===== config.mk =====
export PLATFORM = sky130hd
export DESIGN_NAME = expr_exec_ctrl_flat
export DESIGN_NICKNAME = d
export VERILOG_FILES = /design/src/rtl/expr_exec_pkg.sv /design/src/rtl/expr_exec_if.sv /design/src/rtl/expr_exec_div.sv /design/src/rtl/expr_exec_ctrl.sv /design/src/flat_wrapper.sv
export SDC_FILE = /design/constraint.sdc
export NUM_CORES = 2
export LEC_CHECK = 0
export CAP_MARGIN = 40
export CORE_ASPECT_RATIO = 1.1
export CORE_UTILIZATION = 60
export CTS_CLUSTER_SIZE = 20
export DETAILED_ROUTE_END_ITERATION = 10
export DONT_BUFFER_PORTS = 1
export PLACE_DENSITY_LB_ADDON = 0.12
export SKIP_CTS_REPAIR_TIMING = 1
export SLEW_MARGIN = 10
export SYNTH_ARGS = -nofsm -noshare
export SYNTH_HDL_FRONTEND = slang
export SYNTH_SLANG_ARGS = --single-unit

===== constraint.sdc =====
create_clock -name clk -period 17.4 [get_ports clk]
set_input_delay 4.35 -clock clk [delete_from_list [all_inputs] [get_ports clk]]
set_output_delay 4.35 -clock clk [all_outputs]
set_load 0.02 [all_outputs]

===== src/rtl/expr_exec_pkg.sv =====
// expr_exec_pkg: opcode, error and FSM encodings shared by the expression executor.
// Defining EXPR_EXEC_DIV_EN adds the divider wait state to state_e.
package expr_exec_pkg;

  typedef enum logic [3:0] {
    NK_NUM    = 4'd0,
    NK_ADDR   = 4'd1,
    NK_LOAD   = 4'd2,
    NK_ASSIGN = 4'd3,
    NK_ADD    = 4'd4,
    NK_SUB    = 4'd5,
    NK_MUL    = 4'd6,
    NK_DIV    = 4'd7,
    NK_EQ     = 4'd8,
    NK_NE     = 4'd9,
    NK_GT     = 4'd10,
    NK_GE     = 4'd11,
    NK_POP    = 4'd12,
    NK_RET    = 4'd13
  } node_kind_e;

  typedef enum logic [2:0] {
    ERR_NONE      = 3'd0,
    ERR_UNDERFLOW = 3'd1,
    ERR_OVERFLOW  = 3'd2,
    ERR_DIV_ZERO  = 3'd3,
    ERR_ILLEGAL   = 3'd4
  } err_code_e;

  typedef enum logic [1:0] {
    ST_RUN      = 2'd0,
    ST_HALT     = 2'd1
`ifdef EXPR_EXEC_DIV_EN
    , ST_DIV_WAIT = 2'd2
`endif
  } state_e;

endpackage


===== src/rtl/expr_exec_if.sv =====
// expr_exec_if: node stream handshake plus result/fault reporting bundle.
// master drives nodes (upstream codegen), slave is the executor.
interface expr_exec_if #(
  parameter int DATA_W = 32,
  parameter int OFF_W  = 8
);
  logic              in_valid;
  logic              in_ready;
  logic [3:0]        in_kind;
  logic [DATA_W-1:0] in_imm;
  logic [OFF_W-1:0]  in_off;
  logic              ret_valid;
  logic [DATA_W-1:0] ret_value;
  logic              err_valid;
  logic [2:0]        err_code;
  logic              busy;

  modport master (
    output in_valid, in_kind, in_imm, in_off,
    input  in_ready, ret_valid, ret_value, err_valid, err_code, busy
  );

  modport slave (
    input  in_valid, in_kind, in_imm, in_off,
    output in_ready, ret_valid, ret_value, err_valid, err_code, busy
  );
endinterface


===== src/rtl/expr_exec_div.sv =====
// expr_exec_div: iterative signed restoring divider, one quotient bit per cycle.
// Operands are captured on start_i; done_o is high for the single cycle after
// DATA_W iterations, so start-to-consume spans DATA_W+1 clock edges.
// Quotient truncates toward zero; MIN / -1 wraps back to MIN.
module expr_exec_div #(
  parameter int DATA_W = 32
) (
  input  logic              clk,
  input  logic              rst,
  input  logic              start_i,
  input  logic [DATA_W-1:0] dividend_i,
  input  logic [DATA_W-1:0] divisor_i,
  output logic              done_o,
  output logic [DATA_W-1:0] quotient_o
);
  localparam int CNT_W = $clog2(DATA_W + 1);

  logic              active_q;
  logic [CNT_W-1:0]  cnt_q;
  logic [DATA_W-1:0] quo_q;
  logic [DATA_W-1:0] rem_q;
  logic [DATA_W-1:0] dvs_q;
  logic              neg_q;
  logic [DATA_W:0]   rem_sh;
  logic [DATA_W:0]   diff;

  // Trial subtraction of the magnitude divisor from the shifted remainder.
  always_comb begin
    rem_sh = {rem_q, quo_q[DATA_W-1]};
    diff   = rem_sh - {1'b0, dvs_q};
  end

  // Operand capture on start, then one restoring step per cycle until done.
  always_ff @(posedge clk) begin
    if (rst) begin
      active_q <= 1'b0;
      cnt_q    <= '0;
      quo_q    <= '0;
      rem_q    <= '0;
      dvs_q    <= '0;
      neg_q    <= 1'b0;
    end else if (start_i) begin
      active_q <= 1'b1;
      cnt_q    <= '0;
      quo_q    <= dividend_i[DATA_W-1] ? -dividend_i : dividend_i;
      dvs_q    <= divisor_i[DATA_W-1] ? -divisor_i : divisor_i;
      rem_q    <= '0;
      neg_q    <= dividend_i[DATA_W-1] ^ divisor_i[DATA_W-1];
    end else if (active_q) begin
      if (cnt_q == CNT_W'(DATA_W)) begin
        active_q <= 1'b0;
      end else begin
        cnt_q <= cnt_q + CNT_W'(1);
        quo_q <= {quo_q[DATA_W-2:0], ~diff[DATA_W]};
        rem_q <= diff[DATA_W] ? rem_sh[DATA_W-1:0] : diff[DATA_W-1:0];
      end
    end
  end

  assign done_o     = active_q && (cnt_q == CNT_W'(DATA_W));
  assign quotient_o = neg_q ? -quo_q : quo_q;
endmodule


===== src/rtl/expr_exec_ctrl.sv =====
// expr_exec_ctrl: executes a postorder expression node stream on an evaluation
// stack and a local-variable frame, reporting the RET value or the first fault.
// EXPR_EXEC_DIV_EN: instantiate the divider; otherwise DIV is an illegal kind.
module expr_exec_ctrl
  import expr_exec_pkg::*;
#(
  parameter int DATA_W      = 32,
  parameter int STACK_DEPTH = 16,
  parameter int NUM_LVARS   = 32
) (
  input logic        clk,
  input logic        rst,
  expr_exec_if.slave node_if
);
  localparam int OFF_W  = $clog2(NUM_LVARS) + 3;
  localparam int SP_W   = $clog2(STACK_DEPTH) + 1;
  localparam int IDX_W  = $clog2(STACK_DEPTH);
  localparam int SLOT_W = $clog2(NUM_LVARS);

  state_e            state_q, state_d;
  logic [SP_W-1:0]   sp_q, sp_d;
  logic [DATA_W-1:0] stack_q [STACK_DEPTH];
  logic [DATA_W-1:0] frame_q [NUM_LVARS];
  logic              ret_valid_q, ret_valid_d;
  logic [DATA_W-1:0] ret_value_q, ret_value_d;
  logic              err_valid_q, err_valid_d;
  err_code_e         err_code_q, err_code_d;

  logic [IDX_W-1:0]  top_idx, sec_idx, st_idx;
  logic [DATA_W-1:0] top_val, sec_val, st_val, alu_val, fr_val;
  logic [SLOT_W-1:0] fr_idx;
  logic              st_we, fr_we, has1, has2, full;
  err_code_e         fault;

  function automatic logic addr_ok(input logic [DATA_W-1:0] a);
    return (a[2:0] == 3'b000) && (a[DATA_W-1:OFF_W] == '0);
  endfunction

  function automatic logic [SLOT_W-1:0] slot_of(input logic [DATA_W-1:0] a);
    return a[OFF_W-1:3];
  endfunction

  assign top_idx = IDX_W'(sp_q - SP_W'(1));
  assign sec_idx = IDX_W'(sp_q - SP_W'(2));
  assign top_val = stack_q[top_idx];
  assign sec_val = stack_q[sec_idx];
  assign has1    = (sp_q != '0);
  assign has2    = (sp_q >= SP_W'(2));
  assign full    = (sp_q == SP_W'(STACK_DEPTH));

`ifdef EXPR_EXEC_DIV_EN
  logic              div_start;
  logic              div_done;
  logic [DATA_W-1:0] div_quot;

  expr_exec_div #(.DATA_W(DATA_W)) u_div (
    .clk        (clk),
    .rst        (rst),
    .start_i    (div_start),
    .dividend_i (sec_val),
    .divisor_i  (top_val),
    .done_o     (div_done),
    .quotient_o (div_quot)
  );
`endif

  // Binary operator result with a = second-from-top, b = top.
  always_comb begin
    alu_val = sec_val + top_val;
    case (node_if.in_kind)
      NK_SUB:  alu_val = sec_val - top_val;
      NK_MUL:  alu_val = sec_val * top_val;
      NK_EQ:   alu_val = DATA_W'(sec_val == top_val);
      NK_NE:   alu_val = DATA_W'(sec_val != top_val);
      NK_GT:   alu_val = DATA_W'($signed(sec_val) > $signed(top_val));
      NK_GE:   alu_val = DATA_W'($signed(sec_val) >= $signed(top_val));
      default: alu_val = sec_val + top_val;
    endcase
  end

  // Node decode, fault detection and next state; a fault cancels all updates.
  always_comb begin
    state_d     = state_q;
    sp_d        = sp_q;
    st_we       = 1'b0;
    st_idx      = top_idx;
    st_val      = top_val;
    fr_we       = 1'b0;
    fr_idx      = slot_of(top_val);
    fr_val      = top_val;
    ret_valid_d = ret_valid_q;
    ret_value_d = ret_value_q;
    err_valid_d = err_valid_q;
    err_code_d  = err_code_q;
    fault       = ERR_NONE;
`ifdef EXPR_EXEC_DIV_EN
    div_start   = 1'b0;
`endif
    if (state_q == ST_RUN && node_if.in_valid) begin
      case (node_if.in_kind)
        NK_NUM, NK_ADDR: begin
          if (full) fault = ERR_OVERFLOW;
          else begin
            st_we  = 1'b1;
            st_idx = IDX_W'(sp_q);
            st_val = (node_if.in_kind == NK_NUM) ? node_if.in_imm : DATA_W'(node_if.in_off);
            sp_d   = sp_q + SP_W'(1);
          end
        end
        NK_LOAD: begin
          if (!has1) fault = ERR_UNDERFLOW;
          else if (!addr_ok(top_val)) fault = ERR_ILLEGAL;
          else begin
            st_we  = 1'b1;
            st_val = frame_q[slot_of(top_val)];
          end
        end
        NK_ASSIGN: begin
          if (!has2) fault = ERR_UNDERFLOW;
          else if (!addr_ok(sec_val)) fault = ERR_ILLEGAL;
          else begin
            fr_we  = 1'b1;
            fr_idx = slot_of(sec_val);
            st_we  = 1'b1;
            st_idx = sec_idx;
            sp_d   = sp_q - SP_W'(1);
          end
        end
        NK_ADD, NK_SUB, NK_MUL, NK_EQ, NK_NE, NK_GT, NK_GE: begin
          if (!has2) fault = ERR_UNDERFLOW;
          else begin
            st_we  = 1'b1;
            st_idx = sec_idx;
            st_val = alu_val;
            sp_d   = sp_q - SP_W'(1);
          end
        end
`ifdef EXPR_EXEC_DIV_EN
        NK_DIV: begin
          if (!has2) fault = ERR_UNDERFLOW;
          else if (top_val == '0) fault = ERR_DIV_ZERO;
          else begin
            div_start = 1'b1;
            state_d   = ST_DIV_WAIT;
          end
        end
`else
        NK_DIV: fault = ERR_ILLEGAL;
`endif
        NK_POP: begin
          if (!has1) fault = ERR_UNDERFLOW;
          else sp_d = sp_q - SP_W'(1);
        end
        NK_RET: begin
          if (!has1) fault = ERR_UNDERFLOW;
          else begin
            ret_valid_d = 1'b1;
            ret_value_d = top_val;
            sp_d        = sp_q - SP_W'(1);
            state_d     = ST_HALT;
          end
        end
        default: fault = ERR_ILLEGAL;
      endcase
      if (fault != ERR_NONE) begin
        st_we       = 1'b0;
        fr_we       = 1'b0;
        sp_d        = sp_q;
        err_valid_d = 1'b1;
        err_code_d  = fault;
        state_d     = ST_HALT;
      end
    end
`ifdef EXPR_EXEC_DIV_EN
    else if (state_q == ST_DIV_WAIT && div_done) begin
      st_we   = 1'b1;
      st_idx  = sec_idx;
      st_val  = div_quot;
      sp_d    = sp_q - SP_W'(1);
      state_d = ST_RUN;
    end
`endif
  end

  // State, stack, frame and result registers with synchronous clear.
  always_ff @(posedge clk) begin
    if (rst) begin
      state_q     <= ST_RUN;
      sp_q        <= '0;
      ret_valid_q <= 1'b0;
      ret_value_q <= '0;
      err_valid_q <= 1'b0;
      err_code_q  <= ERR_NONE;
      for (int i = 0; i < STACK_DEPTH; i++) stack_q[i] <= '0;
      for (int i = 0; i < NUM_LVARS; i++) frame_q[i] <= '0;
    end else begin
      state_q     <= state_d;
      sp_q        <= sp_d;
      ret_valid_q <= ret_valid_d;
      ret_value_q <= ret_value_d;
      err_valid_q <= err_valid_d;
      err_code_q  <= err_code_d;
      if (st_we) stack_q[st_idx] <= st_val;
      if (fr_we) frame_q[fr_idx] <= fr_val;
    end
  end

  assign node_if.in_ready  = (state_q == ST_RUN);
  assign node_if.ret_valid = ret_valid_q;
  assign node_if.ret_value = ret_value_q;
  assign node_if.err_valid = err_valid_q;
  assign node_if.err_code  = err_code_q;
`ifdef EXPR_EXEC_DIV_EN
  assign node_if.busy      = (state_q == ST_DIV_WAIT);
`else
  assign node_if.busy      = 1'b0;
`endif
endmodule


===== src/flat_wrapper.sv =====
// flat-port wrapper written by rule: the top's interface ports become plain ports
module expr_exec_ctrl_flat import expr_exec_pkg::*;
#(
  parameter int DATA_W      = 32,
  parameter int STACK_DEPTH = 16,
  parameter int NUM_LVARS   = 32
)
  (clk, rst, node_if_in_valid, node_if_in_kind, node_if_in_imm, node_if_in_off, node_if_in_ready, node_if_ret_valid, node_if_ret_value, node_if_err_valid, node_if_err_code, node_if_busy);
  expr_exec_if #(.DATA_W(DATA_W)) node_if_i ();
  input logic clk;
  input logic rst;
  input wire logic [$bits(node_if_i.in_valid)-1:0] node_if_in_valid;
  input wire logic [$bits(node_if_i.in_kind)-1:0] node_if_in_kind;
  input wire logic [$bits(node_if_i.in_imm)-1:0] node_if_in_imm;
  input wire logic [$bits(node_if_i.in_off)-1:0] node_if_in_off;
  output wire logic [$bits(node_if_i.in_ready)-1:0] node_if_in_ready;
  output wire logic [$bits(node_if_i.ret_valid)-1:0] node_if_ret_valid;
  output wire logic [$bits(node_if_i.ret_value)-1:0] node_if_ret_value;
  output wire logic [$bits(node_if_i.err_valid)-1:0] node_if_err_valid;
  output wire logic [$bits(node_if_i.err_code)-1:0] node_if_err_code;
  output wire logic [$bits(node_if_i.busy)-1:0] node_if_busy;
  assign node_if_i.in_valid = node_if_in_valid;
  assign node_if_i.in_kind = node_if_in_kind;
  assign node_if_i.in_imm = node_if_in_imm;
  assign node_if_i.in_off = node_if_in_off;
  assign node_if_in_ready = node_if_i.in_ready;
  assign node_if_ret_valid = node_if_i.ret_valid;
  assign node_if_ret_value = node_if_i.ret_value;
  assign node_if_err_valid = node_if_i.err_valid;
  assign node_if_err_code = node_if_i.err_code;
  assign node_if_busy = node_if_i.busy;
  expr_exec_ctrl #(.DATA_W(DATA_W), .STACK_DEPTH(STACK_DEPTH), .NUM_LVARS(NUM_LVARS)) u_core (.clk(clk), .rst(rst), .node_if(node_if_i));
endmodule

# [Word level (Yosys, flattened, before mapping)]
# Memory sizes are Yosys's and may differ from the RTL's.
# Index checks and enable logic that the tools add are counted.
[totals] regBits=44 ramBits=1536 output_inout_bits=39 elab_cells=123 memories=2
[op_classes] n_addsub=5 multipliers=1 magnitude_cmp=3 n_eq_ne=20 n_mux=62 bitwise=1 n_reduce_logical=23
[memory_table] name="u_core.frame_q" depth=32 word_bits=32 rd=1 rd_ports_with_merged_regs=0 write_ports=32 line_no="expr_exec_ctrl.sv:23" text="logic [DATA_W-1:0] frame_q [NUM_LVARS];"
[memory_table] name="u_core.stack_q" depth=16 word_bits=32 rd=2 rd_ports_with_merged_regs=0 write_ports=16 line_no="expr_exec_ctrl.sv:22" text="logic [DATA_W-1:0] stack_q [STACK_DEPTH];"
[op_table] cell="32-bit two-way mux" n=8
[op_table] cell="32-bit case mux with 6 select lines" n=1
[op_table] cell="32-bit case mux with 3 select lines" n=1
[op_table] cell="32-bit OR reduction" n=2
[op_table] cell="5-bit two-way mux" n=10
[op_table] cell="24-bit zero test" n=2
[op_table] cell="32-bit adder" n=1
[op_table] cell="32-bit equality test" n=1
[op_table] cell="32-bit >= comparator" n=1
[op_table] cell="32-bit > comparator" n=1
[op_table] cell="32-bit by 32-bit multiplier with 32-bit output" n=1
[op_table] cell="32-bit != test" n=1
[op_table] cell="32-bit subtractor" n=1
[op_table] cell="4-bit equality test (second input constant)" n=6
[op_table] cell="4-bit two-way mux" n=6
[op_table] cell="1-bit two-way mux" n=23
[op_table] cell="5-bit case mux with 4 select lines" n=1
[op_table] cell="3-bit two-way mux" n=5
[op_table] cell="3-bit case mux with 5 select lines" n=1
[op_table] cell="4-bit by 3-bit equality test with 1-bit output (second input constant)" n=3
[op_table] cell="4-bit case mux with 3 select lines" n=1
[op_table] cell="4-bit by 2-bit equality test with 1-bit output (second input constant)" n=2
[op_table] cell="2-bit two-way mux" n=4
[op_table] cell="2-bit by 1-bit != test with 1-bit output (second input constant)" n=4
[op_table] cell="22 further kinds" n=28

# [Depth between registers and ports, before layout]
# An unclocked memory read counts as a cell.
[depth] depth_word=16 mapped_depth=52

# [Worst setup path before layout]
# OpenSTA, ideal clock, no wires.
[synth_path] path_kind="reg-to-reg" from="reg u_core.sp_q[1]" to="mem u_core.stack_q[6][31] (data pin)" setup_ns=0.259 arrival_ns=12.186 required_time_ns=17.141 setup_slack_ns=4.955 stages_incl_launch_ff=45 n_path_buf=16 path_cell_list="dfxtp_1 > buf_2 > buf_2 > buf_2 > buf_2 > buf_2 > clkinv_1 > ha_1 > buf_6 > buf_6 > buf_6 > buf_2 > mux4_2 > mux2_2 > mux2i_1 > clkbuf_1 > clkbuf_1 > buf_1 > (+9 left out) > fa_1 > fa_1 > fa_1 > fa_1 > ha_1 > a21o_1 > a21o_1 > a21oi_1 > o21ai_0 > a211o_1 > a31o_2 > a31o_2 > xor2_1 > mux2i_1 > and4_1 > buf_2 > buf_2 > nor2_1"
[synth_rtl] element="start: declaration" line_no="expr_exec_ctrl.sv:21" text="logic [SP_W-1:0] sp_q, sp_d;"
[synth_rtl] element="start signal: assignment" line_no="expr_exec_ctrl.sv:198" text="sp_q <= sp_d;"
[synth_rtl] element="end: declaration" line_no="expr_exec_ctrl.sv:22"

==> summary.md <==
| Metric | Value |
|---|---|
| Status | completed |
| Num Clock Sinks | 1579 |
| Clock transition at path regs | roughly 0.06 ns |
| CP top delay family | adder cells |
| RSZ-0062 raised after global routing | false |
| Initial antenna violation count | 19 |
| Yosys reg bits | 1579 |
| Area of the mapped netlist | 0.0944 mm2 |
| Synth Area in Simple Gates | 17.3% |
| Drt total wl | 338000 um |
| DR DRC count | 0 |
| Number of top-level pins | 86 |
| Top sig layer | met5 |
| Wire length on met1 | approximately 120000 um |
| Fin crit period | 13.84 ns |
| Max Root-Sink Buffers | 3 |
| Mapped Nets | 9526 |
| Number of synthesized flops with an enable pin | 1536 |
| Gr usage total | 42.3% |
| Final setup viols | 0 |
| GPL Wtd Cong | 1.04 |
| CTS buffer count | 160 |
| Compound-Gate Fraction of Synth Area | 6.76% |
| Remaining antenna violation count after routing | 0 |
| CP startpoint kind | register |
| Synth Flop Type | edfxtp_1 |
| Met2 WL | 148000 um |
| Worst Path Class, Setup | register to register |
| Worst-margin pin slew | 1.26 ns |
| Fmax | 0.0722 GHz |
| Root buf cell | clkbuf_16 |
| Die width | 380 um |
| Ys Warns | 0 |
| Setup TNS | 0 ns |
| Starting Density | roughly 60% |
| Slowest library cell on the worst path | ha_4 |
| First-pass GRT wire length | 484000 um |
| HP Class | register to register |
| Filler cell count | 11963 |
| Pre-antenna DRT Iters | 10 |
| DRT iter0 DRCs | about 11000 |
| Xor/xnor share of the synthesized area | 0.999% |
| I/O Buffers | 0 |
| Average wire per standard cell | between 30 and 40 um |
| Worst endpoint required time | ~18 ns |
| Multi-input gate area | 0.0425 mm2 |
| Register area | roughly 0.047 mm2 |
| Commonest non-fill, non-tap cell in the layout | nor2_1 |
| Mapped Cells | 8876 |
| Htree depth | 4 |
| Fraction of layout cells with a size suffix above 1 | 11.0% |
| Syn Area/Cell | 10.6 um2 |
| Critical path fanouts, max | 40 |
| Met3 wire len | between 40000 and 50000 um |
| GR Overflow Total | 0 |
| Largest family of logic cells by synthesized area | simple AND/OR/NAND/NOR gates |
| Die Ht | 418 um |
| Hold WS | 0.553 ns |
| Max Slew Vio Count | 0 |
| Worst stage delay on the critical path | 1.00 ns |
| Clock Skews | around 0.056 ns |
| Final Cycle Share | roughly four fifths |
| DIE AREA | ~0.16 mm2 |
| CP dominant cell by count | fa_1 |
| Area of the core | 0.156 mm2 |
| Mux cell area share after synthesis | 8.24% |
| Area delta synth->final | 8.31% |
| Hold Fails Final Rpt | 0 |
| Register area share after synthesis | ~50% |
| Util after Layout | approximately 65% |
| Vias per cell | a little under 7 |
| Dpl hpwl | 213000 um |
| Post-Synth Adder-Cell Area | 11.3% |
| Fin nets | 9233 |
| Netlist cell types | 92 |
| Commonest cells after routing, fill and taps aside | nor2_1, edfxtp_1, nand2_1, inv_1, fa_1 |
| Worst EP arrival | about 14 ns |
| Async S/R FF share, synth | 0% |
| Vias in the first global route | 70473 |
| Vias | 73154 |
| Largest net degree at the start of global routing | 111 |
| Crit end category | register |
| MaxCap Viol Count | 0 |
| Clock Latency Late Sink | 0.87 ns |
| Rel. slew slack | 15.8% |
| WP buf/inv | 9 |
| # rows | roughly 150 |
| TritonCTS clock tree | done |
registers in the layout, indices dropped and copies added, names as in the netlist:
name / cells
u_core.node_if.ret_value: 32
u_core.node_if.err_valid: 1
u_core.state_q: 1
u_core.sp_q: 5
u_core.frame_q: 1024
u_core.node_if.err_code: 3
u_core.stack_q: 512
u_core.node_if.ret_valid: 1
path summary, 6_finish.rpt:
path                            startpoint                       end  slack, ns  cells past startpoint
setup / recovery            u_core.sp_q[1]    u_core.stack_q[12][25]       3.56                     34
hold / removal    u_core.node_if.err_valid  u_core.node_if.err_valid       0.55                      2
setup reg to reg            u_core.sp_q[1]    u_core.stack_q[12][25]       3.56                     34
hold reg to reg   u_core.node_if.err_valid  u_core.node_if.err_valid       0.55                      2
synth_stat cells (15+ instances only):
cell         n  share of area (%)
nand2_1   1359                5.4
a21oi_1    211                1.1
fa_1       410                8.7
xor2_1      23               0.21
and3_1     180                1.2
o221ai_1    18               0.17
nand2b_1    63               0.42
buf_2      172               0.91
nor4_1      15              0.099
o21ai_0    111               0.59
a21o_1      29               0.23
dfxtp_1     43               0.91
o21bai_1    15               0.12
nor2_1    2011                8.0
mux2_2      49               0.58
a311o_1     33               0.35
mux4_2     256                6.1
nor2b_1     19               0.13
xnor2_1     72               0.67
clkbuf_1   474                1.9
a31oi_1     28               0.19
mux2i_1    141                1.5
and2_1      28               0.19
o311ai_0    34               0.32
buf_4       25               0.20
inv_1      516                2.1
a311oi_1   203                1.9
a22oi_1     19               0.15
buf_6       34               0.41
edfxtp_1  1536                 49
buf_1       41               0.16
nand4_1     27               0.18
ha_1       193                2.6
nand3_1    201                1.1
nor3_1      51               0.27
final cells by class:
type,count,area share [%]
Sequential cell,1579,46.0
Multi-Input combinational cell,6021,41.6
Clock buffer,196,4.14
Timing Repair Buffer,293,2.67
Tap cell,2079,2.54
Inverter,528,1.96
Clock inverter,95,1.08
Antenna cell,16,0.0392
tightest hold or removal path, stage by stage (launching register included):
cell and delay, ns:
dfxtp_1 0.38, inv_1 0.08, a21oi_1 0.05
logic make-up (layout without fill, tap and decap cells):
logic type / after synthesis / in the layout
muxes: 449 / 449
DFF: 1579 / 1579
and+or+nand+nor: 3991 / 3991
adders and majority gates: 603 / 603
xor gates and xnor gates: 100 / 100
buffers and inverters: 1276 / 1112
AOI/OAI and AO/OA: 877 / 877
other: 1 / 17
routing by layer:
metal | vias up | global-route usage [%]
li1 | 30027 | -
met1 | 36130 | 53.5
met2 | 5728 | 62.9
met3 | 1249 | 13.5
met4 | 20 | 27.4
met5 | - | 2.55
per-stage QoR:
| step | cell area [um2] | setup WS (ns) | instances |
|---|---|---|---|
| 6_report | 102000 | 3.56 | 10807 |
| 5_1_grt | 102000 | 3.24 | 10800 |
| 4_1_cts | 102000 | 3.81 | 10783 |
| 3_5_place_dp | 96800 | 3.83 | 10492 |
| 3_3_place_gp | 95900 | 3.84 | 10436 |
| 2_1_floorplan | 94400 | 4.95 | 8876 |
Power is left out: the tool's default activity adds up to more than one toggle a clock period on the data nets, which glitch-free logic cannot reach.
